$ cat config.mk
export PLATFORM = sky130hd
export DESIGN_NAME = kb_ps2_rx
export DESIGN_NICKNAME = d
export VERILOG_FILES = /design/src/rtl/kb_ps2_rx.sv
export SDC_FILE = /design/constraint.sdc
export NUM_CORES = 1
export LEC_CHECK = 0
export CELL_PAD_IN_SITES_DETAIL_PLACEMENT = 0
export CELL_PAD_IN_SITES_GLOBAL_PLACEMENT = 2
export CORE_MARGIN = 1.5
export CORE_UTILIZATION = 25
export DETAILED_ROUTE_END_ITERATION = 8
export PLACE_DENSITY = 0.53
export SYNTH_ARGS = -nofsm -noshare
export SYNTH_HDL_FRONTEND = slang
export SYNTH_SLANG_ARGS = --single-unit
$ cat constraint.sdc
create_clock -name clk -period 7.89 [get_ports clk]
set_input_delay 1.1835 -clock clk [delete_from_list [all_inputs] [get_ports clk]]
set_output_delay 1.1835 -clock clk [all_outputs]
set_load 0.01 [all_outputs]
$ cat src/rtl/kb_ps2_rx.sv
// PS/2 keyboard receiver: synchronises the PS/2 clock/data lines, deframes
// 11-bit frames (start, 8 data LSB first, odd parity, stop) and queues valid scan codes.
module kb_ps2_rx #(
    parameter int FIFO_DEPTH = 8,
    parameter int TIMEOUT    = 50000
) (
    input  logic       clk,
    input  logic       rst_n,
    input  logic       ps2_clk,
    input  logic       ps2_data,
    input  logic       sig_rd_kb,
    output logic [7:0] kb_data,
    output logic       kb_ready,
    output logic       kb_overflow
);

    localparam int PTR_W  = $clog2(FIFO_DEPTH);
    localparam int CNT_W  = PTR_W + 1;
    localparam int IDLE_W = $clog2(TIMEOUT + 1);

    typedef enum logic [1:0] {IDLE, DATA, PARITY, STOP} rxState_e;

    rxState_e          state, stateNext;
    logic [1:0]        clkSync, dataSync;
    logic              clkPrev;
    logic              fallEdge, rxBit;
    logic [2:0]        bitCnt;
    logic [7:0]        shiftReg;
    logic              parityBit;
    logic [IDLE_W-1:0] idleCnt;
    logic              timeoutHit;
    logic              startFrame, shiftEn, parityEn, stopEn;
    logic              frameValid;

    logic [7:0]        mem [FIFO_DEPTH];
    logic [PTR_W-1:0]  rdPtr, wrPtr;
    logic [CNT_W-1:0]  count;
    logic              full, popEn, pushEn;

    // Lines idle high, so the synchronisers reset to 1 to avoid a false edge on release.
    // NOTE: sequential state uses non-blocking assignments so every flop samples pre-edge values.
    always_ff @(posedge clk or negedge rst_n) begin
        if (!rst_n) begin
            clkSync  <= 2'b11;
            dataSync <= 2'b11;
            clkPrev  <= 1'b1;
        end else begin
            clkSync  <= {clkSync[0], ps2_clk};
            dataSync <= {dataSync[0], ps2_data};
            clkPrev  <= clkSync[1];
        end
    end

    assign fallEdge   = clkPrev & ~clkSync[1];
    assign rxBit      = dataSync[1];
    assign timeoutHit = (state != IDLE) && !fallEdge && (idleCnt == IDLE_W'(TIMEOUT - 1));

    always_ff @(posedge clk or negedge rst_n) begin
        if (!rst_n) state <= IDLE;
        else        state <= stateNext;
    end

    // NOTE: every combinational output gets a default first, so no path can infer a latch.
    always_comb begin
        stateNext = state;
        if (timeoutHit) begin
            stateNext = IDLE;
        end else if (fallEdge) begin
            case (state)
                IDLE:    if (!rxBit) stateNext = DATA;
                DATA:    if (bitCnt == 3'd7) stateNext = PARITY;
                PARITY:  stateNext = STOP;
                STOP:    stateNext = IDLE;
                default: stateNext = IDLE;
            endcase
        end
    end

    always_comb begin
        startFrame = 1'b0;
        shiftEn    = 1'b0;
        parityEn   = 1'b0;
        stopEn     = 1'b0;
        if (fallEdge) begin
            case (state)
                IDLE:    startFrame = !rxBit;
                DATA:    shiftEn    = 1'b1;
                PARITY:  parityEn   = 1'b1;
                STOP:    stopEn     = 1'b1;
                default: ;
            endcase
        end
    end

    always_ff @(posedge clk or negedge rst_n) begin
        if (!rst_n) begin
            bitCnt    <= '0;
            shiftReg  <= '0;
            parityBit <= 1'b0;
            idleCnt   <= '0;
        end else begin
            if (startFrame) bitCnt <= '0;
            if (shiftEn) begin
                shiftReg <= {rxBit, shiftReg[7:1]};
                bitCnt   <= bitCnt + 1'b1;
            end
            if (parityEn) parityBit <= rxBit;
            if (state == IDLE || fallEdge || timeoutHit) idleCnt <= '0;
            else                                         idleCnt <= idleCnt + 1'b1;
        end
    end

    assign frameValid = stopEn && rxBit && (^{shiftReg, parityBit});

    // A push into a full FIFO is still taken when a pop frees the head slot in the same cycle.
    assign full   = (count == CNT_W'(FIFO_DEPTH));
    assign popEn  = sig_rd_kb && (count != '0);
    assign pushEn = frameValid && (!full || popEn);

    always_ff @(posedge clk or negedge rst_n) begin
        if (!rst_n) begin
            rdPtr       <= '0;
            wrPtr       <= '0;
            count       <= '0;
            kb_overflow <= 1'b0;
        end else begin
            if (popEn)  rdPtr <= rdPtr + 1'b1;
            if (pushEn) wrPtr <= wrPtr + 1'b1;
            case ({pushEn, popEn})
                2'b10:   count <= count + 1'b1;
                2'b01:   count <= count - 1'b1;
                default: ;
            endcase
            if (popEn)                     kb_overflow <= 1'b0;
            else if (frameValid && !pushEn) kb_overflow <= 1'b1;
        end
    end

    // NOTE: storage is deliberately not reset; count gates every read of it.
    always_ff @(posedge clk) begin
        if (pushEn) mem[wrPtr] <= shiftReg;
    end

    assign kb_ready = (count != '0);
    assign kb_data  = kb_ready ? mem[rdPtr] : 8'h00;

endmodule

==> parameters.txt <==
Parameter                              Value

Floorplan
  Initial Util    about a quarter
  Die footprint    19900 um2
  I/O Pins    15
  Number of cell rows    50
  Standard cell core area    about 19000 um2
  Vertical die dimension    141 um
  Die extent in x    ~140 um

Critical path
  Setup slack on the worst flop-to-flop path    4860 ps
  Endpoint of the most critical register-to-register path    count[3]$_DFFE_PN0P_
  Critical path endpoint    kb_data[7]
  Slowest library cell on the worst path    sky130_fd_sc_hd__dfrtp_1
  Top cell family by delay on the critical path    flip-flops
  Arr. time, crit path    roughly 2500 ps
  Setup crit end kind    primary output
  Bufs and invs on worst path    1
  Worst-path maximum fanout    18
  Cells on worst reg2reg path    11
  Type of the setup path with the least slack    reg2out
  Startpoint of the lowest-slack register-to-register path    shiftReg[1]$_DFFE_PN0P_
  Slowest Stage Delay on Critical Path    940 ps
  CP Cell Sequence    mux4_2, mux2i_1, nor2_1, clkdlybuf4s50_1
  Crit path depth    4
  Required time at the worst-slack endpoint    6710 ps
  Startpoint of the worst setup timing path    rdPtr[1]$_DFFE_PN0P_
  Kind of launch point of the worst setup path    register

Synthesis
  Total of flip-flops plus latches after synthesis    110
  Portion of the post-synthesis area used by sequential elements    between 60 and 70%
  Avg Synthesized Cell Area    15.1 um2
  Xor/xnor cell area share of the yosys netlist    roughly 5.7%
  Share of synthesized area spent on multiplexers    13.5%
  Adder and majority cell fraction of the synthesized area    3.31%
  Dominant combinational cell family by area after synthesis    multiplexers
  Basic-gate share of the synthesized area counting and, or, nand and nor cells    a little under a tenth
  Library cells used by synthesis    41
  Cell count after synthesis    between 300 and 400
  Share of the synthesized area in compound gates (AO/OA/AOI/OAI)    2.31%
  Syn. warnings    0
  Mapped Area    4760 um2
  Mapped Nets    332

Place
  Routability congestion estimate from global placement    0.685
  Number of I/O port buffers    14
  Final HPWL DP    6070 um
  Placed cell area    5210 um2

Clock network
  Clock net sink count    between 100 and 150
  CTS max path bufs    2
  Clock-pin slew on the worst setup and hold paths    70 ps
  H-Tree Depth    3
  Postcts setup bufs    0
  Clock root cell    sky130_fd_sc_hd__clkbuf_16
  Number of cells upsized or downsized after cts    0
  Clock tree from TritonCTS    done
  Later-pin clock latency in the skew report    360 ps
  Quantity of hold-fixing buffers added after cts    0
  CTS Buf Count    9

Timing
  Actual slew at the worst max-slew pin    1200 ps
  Final TNS setup    0 ps
  Clock tree skew after final layout    7.30 ps
  Fin. Hold Viols    0
  Hold Worst Slack    359 ps
  F_max    between 200 and 300 MHz
  Pins Over Slew Limit    0
  Unrepaired setup endpoints after global routing    no
  Tightest slew margin relative to the limit    about a fifth
  Crit share post-route    46.2%
  Final setup violating endpoints    0
  Shortest period the worst path allows    3650 ps

Layout
  Antenna fix cells    0
  Post-Layout Inst Area    5550 um2
  Most common cell after layout, fill and taps aside    sky130_fd_sc_hd__edfxtp_1
  Fraction of layout instances using a drive strength above 1    18.9%
  Top library cells by usage in the layout, fill and taps aside    sky130_fd_sc_hd__edfxtp_1 (64), sky130_fd_sc_hd__dfrtp_1 (41), sky130_fd_sc_hd__nor2_1 (29), sky130_fd_sc_hd__nand2_1 (27), sky130_fd_sc_hd__mux4_2 (16)
  Final net count    between 300 and 400
  Synthesis-to-layout area growth    16.6%

Pwr
  Power Density    341 nW/um2
  Leakage power summed over all cells    roughly 0.0021 uW
  IR drop worst, VDD    136 uV

GRT
  Number of antenna violations at the first check in global routing    0
  Maximum number of pins on one net before global-route repair    47
  Total global-route track usage    10.6%
  Global-route wire length before repair    15600 um
  Vias in the first global route    2766
  Total congestion overflow    0

Drt
  Average routed wire per standard cell    16.2 um
  Aggregate routed wire length    9360 um
  Via count normalized by instance count    4.37
  Number of search-and-repair iterations in the first detailed-routing pass    5
  Total via count after detailed routing    2527
  Number of DRC markers in iteration 0    110
  Remaining design rule violation count    0
  ANT nets after route    0

Run status
  Outcome    completed

Hold path
  Hold WC Path Type    reg2reg

Job
  Count of max-cap constraint violations    0
[cells by family after synthesis]
kind of cell / after synthesis
flops: 110
mux: 41
compound gates: 18
fa+ha+maj: 12
buf+inv: 15
xor+xnor: 26
simple gates: 93
[power by group]
| part | total [uW] | internal, uW | switching, uW | leakage (uW) |
|---|---|---|---|---|
| registers | 838 | 707 | 131 | 0.00117 |
| logic | 550 | 312 | 238 | 0.000765 |
| clock network | 504 | 289 | 215 | 0.000163 |
[state kept, by name, summed over array words and instances, names as in the netlist]
name,count
bitCnt,3
clkPrev,1
clkSync,2
count,4
dataSync,2
idleCnt,16
kb_overflow,1
mem,64
parityBit,1
rdPtr,3
shiftReg,8
state,2
wrPtr,3
[synthesized netlist by cell type]
library cell / number / area, um2
sky130_fd_sc_hd__a211oi_1: 2 / 15.0
sky130_fd_sc_hd__a21o_1: 1 / 7.51
sky130_fd_sc_hd__a21oi_1: 4 / 20.0
sky130_fd_sc_hd__a22oi_1: 1 / 7.51
sky130_fd_sc_hd__a32o_1: 2 / 20.0
sky130_fd_sc_hd__and2_1: 2 / 12.5
sky130_fd_sc_hd__and3_1: 4 / 25.0
sky130_fd_sc_hd__and4_1: 2 / 17.5
sky130_fd_sc_hd__buf_1: 2 / 7.51
sky130_fd_sc_hd__buf_2: 1 / 5.00
sky130_fd_sc_hd__clkbuf_1: 5 / 18.8
sky130_fd_sc_hd__dfrtp_1: 41 / 1030
sky130_fd_sc_hd__dfstp_2: 5 / 131
sky130_fd_sc_hd__edfxtp_1: 64 / 1920
sky130_fd_sc_hd__fa_1: 1 / 20.0
sky130_fd_sc_hd__ha_1: 11 / 138
sky130_fd_sc_hd__inv_1: 6 / 22.5
sky130_fd_sc_hd__inv_2: 1 / 3.75
sky130_fd_sc_hd__mux2_2: 12 / 135
sky130_fd_sc_hd__mux2_4: 3 / 45.0
sky130_fd_sc_hd__mux2i_1: 10 / 100
sky130_fd_sc_hd__mux4_2: 16 / 360
sky130_fd_sc_hd__nand2_1: 27 / 101
sky130_fd_sc_hd__nand2b_1: 1 / 6.26
sky130_fd_sc_hd__nand3_1: 8 / 40.0
sky130_fd_sc_hd__nand4_1: 2 / 12.5
sky130_fd_sc_hd__nand4b_1: 1 / 8.76
sky130_fd_sc_hd__nor2_1: 29 / 109
sky130_fd_sc_hd__nor2b_1: 3 / 18.8
sky130_fd_sc_hd__nor3_1: 7 / 35.0
sky130_fd_sc_hd__nor3b_1: 2 / 15.0
sky130_fd_sc_hd__nor4_1: 2 / 12.5
sky130_fd_sc_hd__nor4_2: 1 / 12.5
sky130_fd_sc_hd__nor4b_1: 1 / 8.76
sky130_fd_sc_hd__o21ai_0: 8 / 40.0
sky130_fd_sc_hd__or3_1: 1 / 6.26
sky130_fd_sc_hd__xnor2_1: 10 / 87.6
sky130_fd_sc_hd__xnor3_1: 1 / 22.5
sky130_fd_sc_hd__xnor3_2: 1 / 23.8
sky130_fd_sc_hd__xor2_1: 13 / 114
sky130_fd_sc_hd__xor3_1: 1 / 23.8
[metal layers]
metal	routed length, um	global-route usage, %
met5	0	0
met1	4540	14.0
met2	4440	16.7
met3	201	2.24
met4	174	4.61
[worst min-delay path by stage]
stage	from	slack [ps]	to	cells past startpoint
floorplan	clkSync[0]$_DFF_PN1_	350	clkSync[1]$_DFF_PN1_	0
global placement	dataSync[0]$_DFF_PN1_	350	dataSync[1]$_DFF_PN1_	0
detailed placement	dataSync[0]$_DFF_PN1_	350	dataSync[1]$_DFF_PN1_	0
CTS	dataSync[0]$_DFF_PN1_	360	dataSync[1]$_DFF_PN1_	0
global route	dataSync[0]$_DFF_PN1_	370	dataSync[1]$_DFF_PN1_	0
finish	dataSync[0]$_DFF_PN1_	360	dataSync[1]$_DFF_PN1_	0
[layout make-up]
| type | instances | area, um2 |
|---|---|---|
| Clock inverter | 6 | 91.3 |
| Timing Repair Buffer | 21 | 188 |
| Multi-Input combinational cell | 190 | 1630 |
| Sequential cell | 110 | 3080 |
| Inverter | 7 | 26.3 |
| Tap cell | 234 | 293 |
| Fill cell | 1860 | 13200 |
| Clock buffer | 10 | 239 |
[through the flow]
step                instances  power (uW)  utilization, %  worst slack (ps)
floorplan                 315        1210               -              4870
global placement          562        1400            27.9              4080
detailed placement        562        1410            27.9              3940
CTS                       578        1930            29.6              4200
global route              578        2010            29.7              4100
finish                    578        1890            29.7              4240
(Power assumes the default switching activity.)
